### config.mk
export PLATFORM = sky130hd
export DESIGN_NAME = pipe_stage_chain_flat
export DESIGN_NICKNAME = d
export VERILOG_FILES = /design/src/rtl/pipe_stage_chain_pkg.sv /design/src/rtl/pipe_stage_chain_if.sv /design/src/rtl/pipe_stage_chain_slot.sv /design/src/rtl/pipe_stage_chain.sv /design/src/flat_wrapper.sv
export SDC_FILE = /design/constraint.sdc
export NUM_CORES = 1
export LEC_CHECK = 0
export CORE_UTILIZATION = 48
export CTS_CLUSTER_DIAMETER = 120
export DETAILED_ROUTE_END_ITERATION = 7
export GPL_TIMING_DRIVEN = 1
export HOLD_SLACK_MARGIN = 0.05
export PLACE_DENSITY = 0.85
export RECOVER_POWER = 100
export SYNTH_ARGS = -nofsm -noshare
export SYNTH_HDL_FRONTEND = slang
export SYNTH_SLANG_ARGS = --single-unit
export TNS_END_PERCENT = 5
### constraint.sdc
create_clock -name clk -period 3.74 [get_ports clk]
set_input_delay 0.748 -clock clk [delete_from_list [all_inputs] [get_ports clk]]
set_output_delay 0.748 -clock clk [all_outputs]
set_load 0.02 [all_outputs]
### src/rtl/pipe_stage_chain_pkg.sv
// Shared pipeline-register definitions: default NOP bubble
// and the core's packed inter-stage bundles.
package pipe_stage_chain_pkg;

  localparam logic [31:0] NOP_INSN = 32'h0000_0013;

  typedef struct packed {
    logic [31:0] pc;
    logic [31:0] insn;
  } if_id_t;

  typedef struct packed {
    logic [31:0] pc;
    logic [31:0] rs1;
    logic [31:0] rs2;
    logic [4:0]  rd;
  } id_ex_t;

endpackage

### src/rtl/pipe_stage_chain_if.sv
// Upstream valid/ready/data handshake into the stage chain.
// master: producer drives valid/data; slave: chain drives ready.
interface pipe_stage_chain_if #(
  parameter int WIDTH = 32
);
  logic             in_valid;
  logic [WIDTH-1:0] in_data;
  logic             in_ready;

  modport master (
    output in_valid,
    output in_data,
    input  in_ready
  );

  modport slave (
    input  in_valid,
    input  in_data,
    output in_ready
  );
endinterface

### src/rtl/pipe_stage_chain_slot.sv
// One pipeline register (payload + valid).
// Priority: rst > flush > hold > bubble > load.
module pipe_stage_chain_slot
  import pipe_stage_chain_pkg::*;
#(
  parameter int               WIDTH     = 32,
  parameter logic [WIDTH-1:0] BUBBLE    = WIDTH'(NOP_INSN),
  parameter logic             RST_VALID = 1'b0
) (
  input  logic             clk,
  input  logic             rst,
  input  logic             flush,
  input  logic             hold,
  input  logic             bubble,
  input  logic             d_valid,
  input  logic [WIDTH-1:0] d_data,
  output logic             q_valid,
  output logic [WIDTH-1:0] q_data
);

  always_ff @(posedge clk) begin
    if (rst) begin
      q_data  <= BUBBLE;
      q_valid <= RST_VALID;
    end else if (flush) begin
      q_data  <= BUBBLE;
      q_valid <= 1'b0;
    end else if (hold) begin
      q_data  <= q_data;
      q_valid <= q_valid;
    end else if (bubble) begin
      q_data  <= BUBBLE;
      q_valid <= 1'b0;
    end else begin
      q_data  <= d_data;
      q_valid <= d_valid;
    end
  end

endmodule

### src/rtl/pipe_stage_chain.sv
// Chain of NUM_STAGES registers with per-stage stall/flush,
// upstream hold propagation and a saturating stall counter.
module pipe_stage_chain
  import pipe_stage_chain_pkg::*;
#(
  parameter int          NUM_STAGES = 4,
  parameter int          WIDTH      = 32,
  parameter logic [31:0] BUBBLE     = NOP_INSN,
  parameter logic        RST_VALID  = 1'b0,
  parameter int          CNT_W      = 32
) (
  input  logic                        clk,
  input  logic                        rst,
  input  logic [NUM_STAGES-1:0]       stall,
  input  logic [NUM_STAGES-1:0]       flush,
  pipe_stage_chain_if.slave           up,
  output logic [NUM_STAGES*WIDTH-1:0] stage_data,
  output logic [NUM_STAGES-1:0]       stage_valid,
  output logic [NUM_STAGES-1:0]       hold_o,
  output logic                        out_valid,
  output logic [WIDTH-1:0]            out_data,
  output logic [CNT_W-1:0]            stall_cycles
);

  localparam logic [WIDTH-1:0] BUB     = WIDTH'(BUBBLE);
  localparam logic [CNT_W-1:0] CNT_MAX = '1;

  logic [NUM_STAGES-1:0] hold;
  logic [NUM_STAGES-1:0] valid_q;
  logic [WIDTH-1:0]      data_q [NUM_STAGES];

  // A stage holds if it or anything downstream stalls.
  always_comb begin
    hold = stall;
    for (int i = NUM_STAGES - 2; i >= 0; i--) begin
      hold[i] = stall[i] | hold[i+1];
    end
  end

  assign hold_o      = hold;
  assign up.in_ready = ~hold[0];

  for (genvar i = 0; i < NUM_STAGES; i++) begin : g_stage
    logic             d_valid;
    logic [WIDTH-1:0] d_data;
    logic             bub;

    if (i == 0) begin : g_head
      assign d_valid = up.in_valid;
      assign d_data  = up.in_data;
      assign bub     = 1'b0;
    end else begin : g_body
      assign d_valid = valid_q[i-1];
      assign d_data  = data_q[i-1];
      assign bub     = hold[i-1];
    end

    pipe_stage_chain_slot #(
      .WIDTH     (WIDTH),
      .BUBBLE    (BUB),
      .RST_VALID (RST_VALID)
    ) u_slot (
      .clk     (clk),
      .rst     (rst),
      .flush   (flush[i]),
      .hold    (hold[i]),
      .bubble  (bub),
      .d_valid (d_valid),
      .d_data  (d_data),
      .q_valid (valid_q[i]),
      .q_data  (data_q[i])
    );

    assign stage_data[i*WIDTH +: WIDTH] = data_q[i];
  end

  assign stage_valid = valid_q;
  assign out_valid   = valid_q[NUM_STAGES-1];
  assign out_data    = data_q[NUM_STAGES-1];

  always_ff @(posedge clk) begin
    if (rst) begin
      stall_cycles <= '0;
    end else if (hold[0] && stall_cycles != CNT_MAX) begin
      stall_cycles <= stall_cycles + 1'b1;
    end
  end

endmodule
### src/flat_wrapper.sv
// flat-port wrapper written by rule: the top's interface ports become plain ports
module pipe_stage_chain_flat import pipe_stage_chain_pkg::*;
#(
  parameter int          NUM_STAGES = 4,
  parameter int          WIDTH      = 32,
  parameter logic [31:0] BUBBLE     = NOP_INSN,
  parameter logic        RST_VALID  = 1'b0,
  parameter int          CNT_W      = 32
)
  (clk, rst, stall, flush, stage_data, stage_valid, hold_o, out_valid, out_data, stall_cycles, up_in_valid, up_in_data, up_in_ready);
  pipe_stage_chain_if #(.WIDTH(WIDTH)) up_i ();
  input  logic clk;
  input  logic rst;
  input  logic [NUM_STAGES-1:0] stall;
  input  logic [NUM_STAGES-1:0] flush;
  output logic [NUM_STAGES*WIDTH-1:0] stage_data;
  output logic [NUM_STAGES-1:0] stage_valid;
  output logic [NUM_STAGES-1:0] hold_o;
  output logic out_valid;
  output logic [WIDTH-1:0] out_data;
  output logic [CNT_W-1:0] stall_cycles;
  input wire logic [$bits(up_i.in_valid)-1:0] up_in_valid;
  input wire logic [$bits(up_i.in_data)-1:0] up_in_data;
  output wire logic [$bits(up_i.in_ready)-1:0] up_in_ready;
  assign up_i.in_valid = up_in_valid;
  assign up_i.in_data = up_in_data;
  assign up_in_ready = up_i.in_ready;
  pipe_stage_chain #(.NUM_STAGES(NUM_STAGES), .WIDTH(WIDTH), .BUBBLE(BUBBLE), .RST_VALID(RST_VALID), .CNT_W(CNT_W)) u_core (.clk(clk), .rst(rst), .stall(stall), .flush(flush), .up(up_i), .stage_data(stage_data), .stage_valid(stage_valid), .hold_o(hold_o), .out_valid(out_valid), .out_data(out_data), .stall_cycles(stall_cycles));
endmodule
---- After elaboration in Yosys (flattened, before gate mapping) ----
Index checks and enable logic that the tools add are counted.
word-level totals
  flip-flop bits (word level) ............. 164
  input bits .............................. 43
  output and inout bits ................... 202
  word-level logic and storage cells ...... 26
cells by class
  $add $sub $neg .......................... 1
  equality and inequality tests ........... 1
  multiplexer cells ....................... 6
  bitwise gates (word level) .............. 4
  reductions and logical operators ........ 5
operators by type and width
  kind                     count
  $mux W32                 3
  $add A32 B1 Y32 const B  1
  $ne A32 B32 Y1 const B   1
  $reduce_or A2 Y1         4
  $mux W1                  3
  $or A1 B1 Y1             3
  $logic_and A1 B1 Y1      1
  $not A1 Y1               1

---- Longest topological paths before layout ----
Gate-level depths: netlist of run 1.
  word-level depth ........................ 4
  gate-level depth with buffers ........... 13

---- Modules after synthesis ----
From an unflattened synthesis of run 1, not the netlist that was laid out.
unflattened totals
  cells, all modules ...................... 834
  area total of the unflattened synthesis .. 7305.8 sq um
modules (own cells, without submodules)
  module                 times used  cells each  area each (sq um)  sequential area each (sq um)
  pipe_stage_chain_slot  4           147         1316.3             660.6
  pipe_stage_chain       1           246         2040.7             640.6

---- Worst setup path after synthesis of run 1 ----
OpenSTA, ideal clock, no wires.
  path type ............................... input to output
  from .................................... input port stall[3]
  to ...................................... output port up_in_ready
  arrival ................................. 2224 ps
  slack ................................... 768 ps
  stages on the path ...................... 10
  path buffers ............................ 4
  path through ............................ buf_4 nor2_4 inv_2 nor2_1 inv_2 or2_1 buf_4 inv_2 buf_2 buf_2
on the way
  word-level cells in the longest chain between the ends .. 4
ends and longest elaborated chain
  element                     line                    RTL
  start, declared             flat_wrapper.sv:14      input logic [NUM_STAGES-1:0] stall;
  $or A1 B1 Y1 (3 in series)  pipe_stage_chain.sv:36  hold[i] = stall[i] | hold[i+1];
  $not A1 Y1                  pipe_stage_chain.sv:41  assign up.in_ready = ~hold[0];
  end, declared               flat_wrapper.sv:24      output wire logic [$bits(up_i.in_ready)-1:0] up_in_ready;
No other way between the ends.

---- Worst setup path in the final report of run 1 ----
Ends and elaborated chain as after synthesis.

==> flow_summary.toml, run 1 <==
[power]
swShare_pct = 21.0
power_frac_seq_pct = 46.6
power_frac_clock_pct = 48.6
combPwrFrac_pct = 4.8
leakage_nw = 3.67
vdd_drop_max_uv = 318
power.density_nw_per_um2 = 395
internal-power_mw = 2.99
p_total_mw = 3.78
p_sw_mw = 0.792

[worst_setup_path]
critPathArrivalTime_ps = 2690
path_class = "in -> out"
crit_fanout = 4
crit_chain = "dlygate4sd3_1 -> nor2_4 -> inv_1 -> nor2_1 -> inv_1 -> or2_1 -> inv_2 -> clkdlybuf4s50_1"
cp_common_cell = "inv_1"
critPathCaptureType = "output pin"
required_ps = 2990
max_stage_delay_ps = 600
crit_slowest_cell = "dlygate4sd3_1"
critPathBufInv = 5
crit_family = "buffers and inverters"
startpoint_type = "input port"

[floorplanning]
core_area_um2 = 13500
die_w_um = 120
io_pins = 245
die_y_um = 120
dieArea_um2 = 14500
placementRows = 42
start_util_pct = 50.0

[finish]
design_area_um2 = 9560
layout.nets = 1031
area_growth_pct = 42.1
diodes = 0
drive_above_1_share_pct = 5.61
final_cell_count_no_fill = 1175
fill_cells = 1048

[clock_network]
hold_buffers = 0
clk_latency_ps = 420
cts_root_buf = "clkbuf_16"
path_clk_slew_ps = 60
cts.repair.resized = 0
cts_buffers = 17
cts_setup_buffers = 0
clock_path_buffers = 2
cts.sinks = 164
cts_tree = "yes"
htree_levels = 4

[hold_path]
hold_path_class = "reg -> reg"

[timing]
timing.fmax_mhz = 291
skew_ps = 5.65
rsz0062_at_grt = "no"
final-hold-violation-count = 0
finalCritPeriodShare_pct = 92.0
holdWs_ps = 464
slew_headroom_pct = 17.2
setup_viol = 0
fin_crit_ps = 3440
slew_violations = 0
final.setup.tns_ps = 0
worst_pin_slew_ps = 1240

[global_routing]
gr-usage-all-layers_pct = 27.1
grt_max_degree = 64
antenna_found_initial = 0
grt_pass1_vias = 5863
grt_first_pass_wirelength_um = 30900
grt_overflow_total = 0

[placement]
placed_cell_area_um2 = 8990
port-buffer-count = 244
gp_congestion = 0.844
dp_hpwl_um = 14100
place_inst = 1144

[route]
drcViolationCount = 0
vias = 6428
first_pass_iters = 4
ant_nets = 0
routedWlPerCell_um = 16.8
drtIter0Drc = 434
wirelength_um = 19700
viasPerCell = 5.47

[synthesis]
syn_avg_cell_area_um2 = 8.39
syn_inst = 802
synth-edff-count = 0
yosys.cell_types.count = 46
async_flop_share_pct = 0
yosys-top-cells-area = "dfxtp_1, a21oi_1, nand2_1"
synth_ff_type = "dfxtp_1"
synth.most_common_cell = "dfxtp_1"
syn_nets = 846
yosysTopAreaCellShare_pct = 48.8
synth_area_leader_cell = "dfxtp_1"
ys_warn_count = 0
yosysSeqAreaShare_pct = 48.8
netlist_area_um2 = 6730
synthTopCellsByCount = "dfxtp_1, nand2_1, a21oi_1"
ys_ff_latch = 164

[run]
cap_violations = 0

[status]
status = "completed"
-- tightest hold or removal path, stage by stage, from the launching register on --
cell and delay [ps]:
dfxtp_1 310, nand2_1 50, a21oi_1 50
-- cell type report --
class                      count  area, um2  share of cell area [%]
clock buffer                  21        470                    4.92
timing repair buffer         260       2540                    26.5
inverter                       7       26.3                   0.275
clock inverter                10        154                    1.61
sequential                   164       3280                    34.3
tap                          176        220                    2.30
multi-input combinational    537       2870                    30.0
-- layer usage --
layer,global-route usage (%),vias up,routed length [um]
met2,46.0,276,9770
met5,0,-,0
met3,5.19,34,1310
li1,-,3114,-
met4,10.0,0,482
met1,34.1,3004,8170
-- final timing paths --
check | startpoint | endpoint | slack (ps) | cells after the start
max reg2reg | u_core.stall_cycles[0] | u_core.stall_cycles[22] | 1140 | 8
min | u_core.g_stage[0].u_slot.q_data[2] | u_core.g_stage[0].u_slot.q_data[2] | 460 | 2
max | stall[3] | up_in_ready | 300 | 8
min reg2reg | u_core.g_stage[0].u_slot.q_data[2] | u_core.g_stage[0].u_slot.q_data[2] | 460 | 2
-- through the flow --
stage | worst slack, ps | util (%)
floorplan | 768 | -
global placement | 410 | 66.9
detailed placement | 395 | 66.9
CTS | 376 | 71.5
global route | 182 | 71.1
finish | 300 | 71.1
-- state kept, by name, indices dropped and copies added (netlist names) --
signal                         count
u_core.g_stage.u_slot.q_data     128
u_core.stall_cycles               32
u_core.g_stage.u_slot.q_valid      4
-- placed cells by master (no fill, tap or decap), drive strengths merged, types with 3 or more instances in the layout --
cell type | Yosys | final
dlygate4sd3 | 0 | 201
inv | 7 | 7
xor2 | 6 | 6
nand4 | 19 | 19
clkinv | 0 | 6
nor3 | 14 | 14
dfxtp | 164 | 164
a21oi | 107 | 107
clkdlybuf4s50 | 0 | 43
nand3 | 9 | 9
a22oi | 30 | 30
xnor2 | 4 | 4
nand3b | 30 | 30
or2 | 7 | 7
o21ai | 20 | 20
nor3b | 31 | 31
nand2 | 113 | 113
buf | 50 | 8
nor4 | 4 | 4
nor2 | 93 | 93
or3 | 13 | 13
clkbuf | 44 | 29
and4 | 5 | 5
and2 | 4 | 4
o22ai | 3 | 3
o2111ai | 3 | 3
bufinv | 0 | 4
-- logic make-up after synthesis --
kind of cell / after synthesis / synth area share, %
xor gates and xnor gates: 10 / 1.30
muxes: 2 / 0.335
buffers and inverters: 101 / 8.07
and+or+nand+nor: 348 / 26.1
DFF: 164 / 48.8
adders and majority gates: 1 / 0.186
AOI/OAI and AO/OA: 176 / 15.2
-- power by group through the flow --
| stage | clock network, mW | logic, mW | registers, mW |
|---|---|---|---|
| 3_5_place_dp | 0 | 0.184 | 1.80 |
| 2_1_floorplan | 0 | 0.0936 | 1.81 |
| 6_report | 1.84 | 0.180 | 1.76 |
| 5_1_grt | 1.93 | 0.195 | 1.76 |
| 4_1_cts | 1.85 | 0.185 | 1.76 |
| 3_3_place_gp | 0 | 0.184 | 1.80 |
Note: power is estimated with default switching activity, not from simulation.
==> run 2, diff against run 1 <==
clock period = 4.1 ns   (was 3.74 ns; I/O delays follow)
==> run 2 against run 1 <==
Effect of this change: the flow now finishes with violations (capacitance limit, slew limit); non-clock buffer count fell by 4; total power shrank 10%; setup slack gained 38 ps; wire length increased by 0.40%; critical path depth unchanged; global-route usage decreased by 0.25 points; first-iteration DRC count increased by 3.2%; combinational power shrank 9%; final cell count down 0.26%; count of clock-buffer cells in the layout down 1; sequential power shrank 9%; largest power group unchanged.
==> flow_summary.toml, run 2 (synthesis gave the netlist of run 1 again) <==
[worst_setup_path]
critPathCaptureType = "output pin"
startpoint_type = "input port"
required_ps = 3280
crit_slowest_cell = "dlygate4sd3_1"
crit_family = "buffers and inverters"
cp_common_cell = "inv_1"
crit_fanout = 4
max_stage_delay_ps = 610
path_class = "in -> out"
crit_chain = "dlygate4sd3_1 -> nor2_4 -> inv_1 -> nor2_1 -> inv_1 -> or2_0 -> inv_2 -> clkdlybuf4s50_1"
critPathArrivalTime_ps = 2940
critPathBufInv = 5

[timing]
setup_viol = 0
skew_ps = 4.30
fin_crit_ps = 3760
slew_violations = 36
final.setup.tns_ps = 0
finalCritPeriodShare_pct = 91.8
final-hold-violation-count = 0
rsz0062_at_grt = "no"
worst_pin_slew_ps = 1520
slew_headroom_pct = -1.00
holdWs_ps = 462
timing.fmax_mhz = 266

[finish]
multi_input_area_um2 = 2870
layout_commonest_cell = "dlygate4sd3_1"
layout_common_cells = "dlygate4sd3_1, dfxtp_1, nand2_1, a21oi_1, nor2_1"
largest_reg_flops = 128
drive_above_1_share_pct = 5.32
top_register = "u_core.g_stage.u_slot.q_data"
regArea_um2 = 3280
layout.nets = 1027
diodes = 0
reg_top3 = "u_core.g_stage.u_slot.q_data (128), u_core.stall_cycles (32), u_core.g_stage.u_slot.q_valid (4)"
fill_cells = 1043
area_growth_pct = 41.4

[global_routing]
grt_first_pass_wirelength_um = 30500
grt_pass1_vias = 5798
met2_usage_pct = 45.5
gr-usage-all-layers_pct = 26.9
busiest_layer = "met2"
grt_max_degree = 64
grt_overflow_total = 0
met1_usage_pct = 32.2
grt_use_met3_pct = 6.84
antenna_found_initial = 0

[status]
failed_checks = "capacitance limit, slew limit"
status = "complete, but fails checks"

[power]
internal-power_mw = 2.64
combPwrFrac_pct = 4.8
leakage_nw = 3.63
power_frac_seq_pct = 47.4
p_sw_mw = 0.754
vdd_drop_max_uv = 274
power.density_nw_per_um2 = 356
swShare_pct = 22.2
power_frac_clock_pct = 47.8

[clock_network]
hold_buffers = 0
cts_buffers = 17
clk_latency_ps = 430
cts_tree = "yes"
cts.repair.resized = 0
htree_levels = 4
cts_root_buf = "clkbuf_16"
cts_setup_buffers = 0
path_clk_slew_ps = 60
clock_path_buffers = 2
cts.sinks = 164

[floorplanning]
die_y_um = 120
dieArea_um2 = 14500
die_w_um = 120
core_area_um2 = 13500
io_pins = 245
start_util_pct = 50.0
placementRows = 42

[route]
routedWlPerCell_um = 16.9
wirelength_um = 19800
viasPerCell = 5.55
ant_nets = 0
vias = 6509
drcViolationCount = 0
drtIter0Drc = 448
first_pass_iters = 5

[placement]
dp_hpwl_um = 13800
port-buffer-count = 244
gp_congestion = 0.845

[hold_path]
hold_path_class = "reg -> reg"

[run]
cap_violations = 1
==> run 2: layer usage <==
layer  vias to the layer above  share of wire (%)
met4                         0                3.1
li1                       3129                  -
met2                       257                 50
met5                         -                  0
met3                        37                6.3
met1                      3086                 41
==> run 2: power groups by stage <==
stage                     Combinational, mW  Sequential [mW]  Clock [mW]
after floorplan                      0.0854             1.65           0
after global placement                0.166             1.64           0
after detailed placement              0.167             1.64           0
after CTS                             0.168             1.61        1.63
after global routing                  0.176             1.61        1.70
final                                 0.164             1.61        1.62
==> run 2: worst min-delay path, stage by stage, from the launching register on <==
cell	delay, ps
dfxtp_1	310
nand2_1	50
a21oi_1	50
==> run 2: layout make-up <==
| class | count | share of cell area [%] |
|---|---|---|
| well taps | 176 | 2.31 |
| clock buffers | 20 | 4.69 |
| repair buffers | 256 | 26.4 |
| clock inverters | 12 | 1.64 |
| inverters | 7 | 0.276 |
| flip-flops and latches | 164 | 34.5 |
| multi-input cells | 537 | 30.2 |
==> run 2: final timing paths <==
kind | from | end | slack [ps] | cells after the start
min | u_core.g_stage[0].u_slot.q_data[26] | u_core.g_stage[0].u_slot.q_data[26] | 460 | 2
min reg2reg | u_core.g_stage[0].u_slot.q_data[26] | u_core.g_stage[0].u_slot.q_data[26] | 460 | 2
max | stall[3] | up_in_ready | 340 | 8
max reg2reg | u_core.stall_cycles[1] | u_core.stall_cycles[12] | 1180 | 8
==> run 2: metrics by stage <==
step	total power [mW]	utilization, %	worst slack [ps]	instances	cell area [um2]
floorplan	1.73	-	984	802	6730
finish	3.39	70.7	337	1172	9520
global placement	1.81	66.6	543	1140	8960
global route	3.49	70.7	242	1172	9520
detailed placement	1.81	66.6	488	1140	8960
CTS	3.41	71.1	474	1172	9570
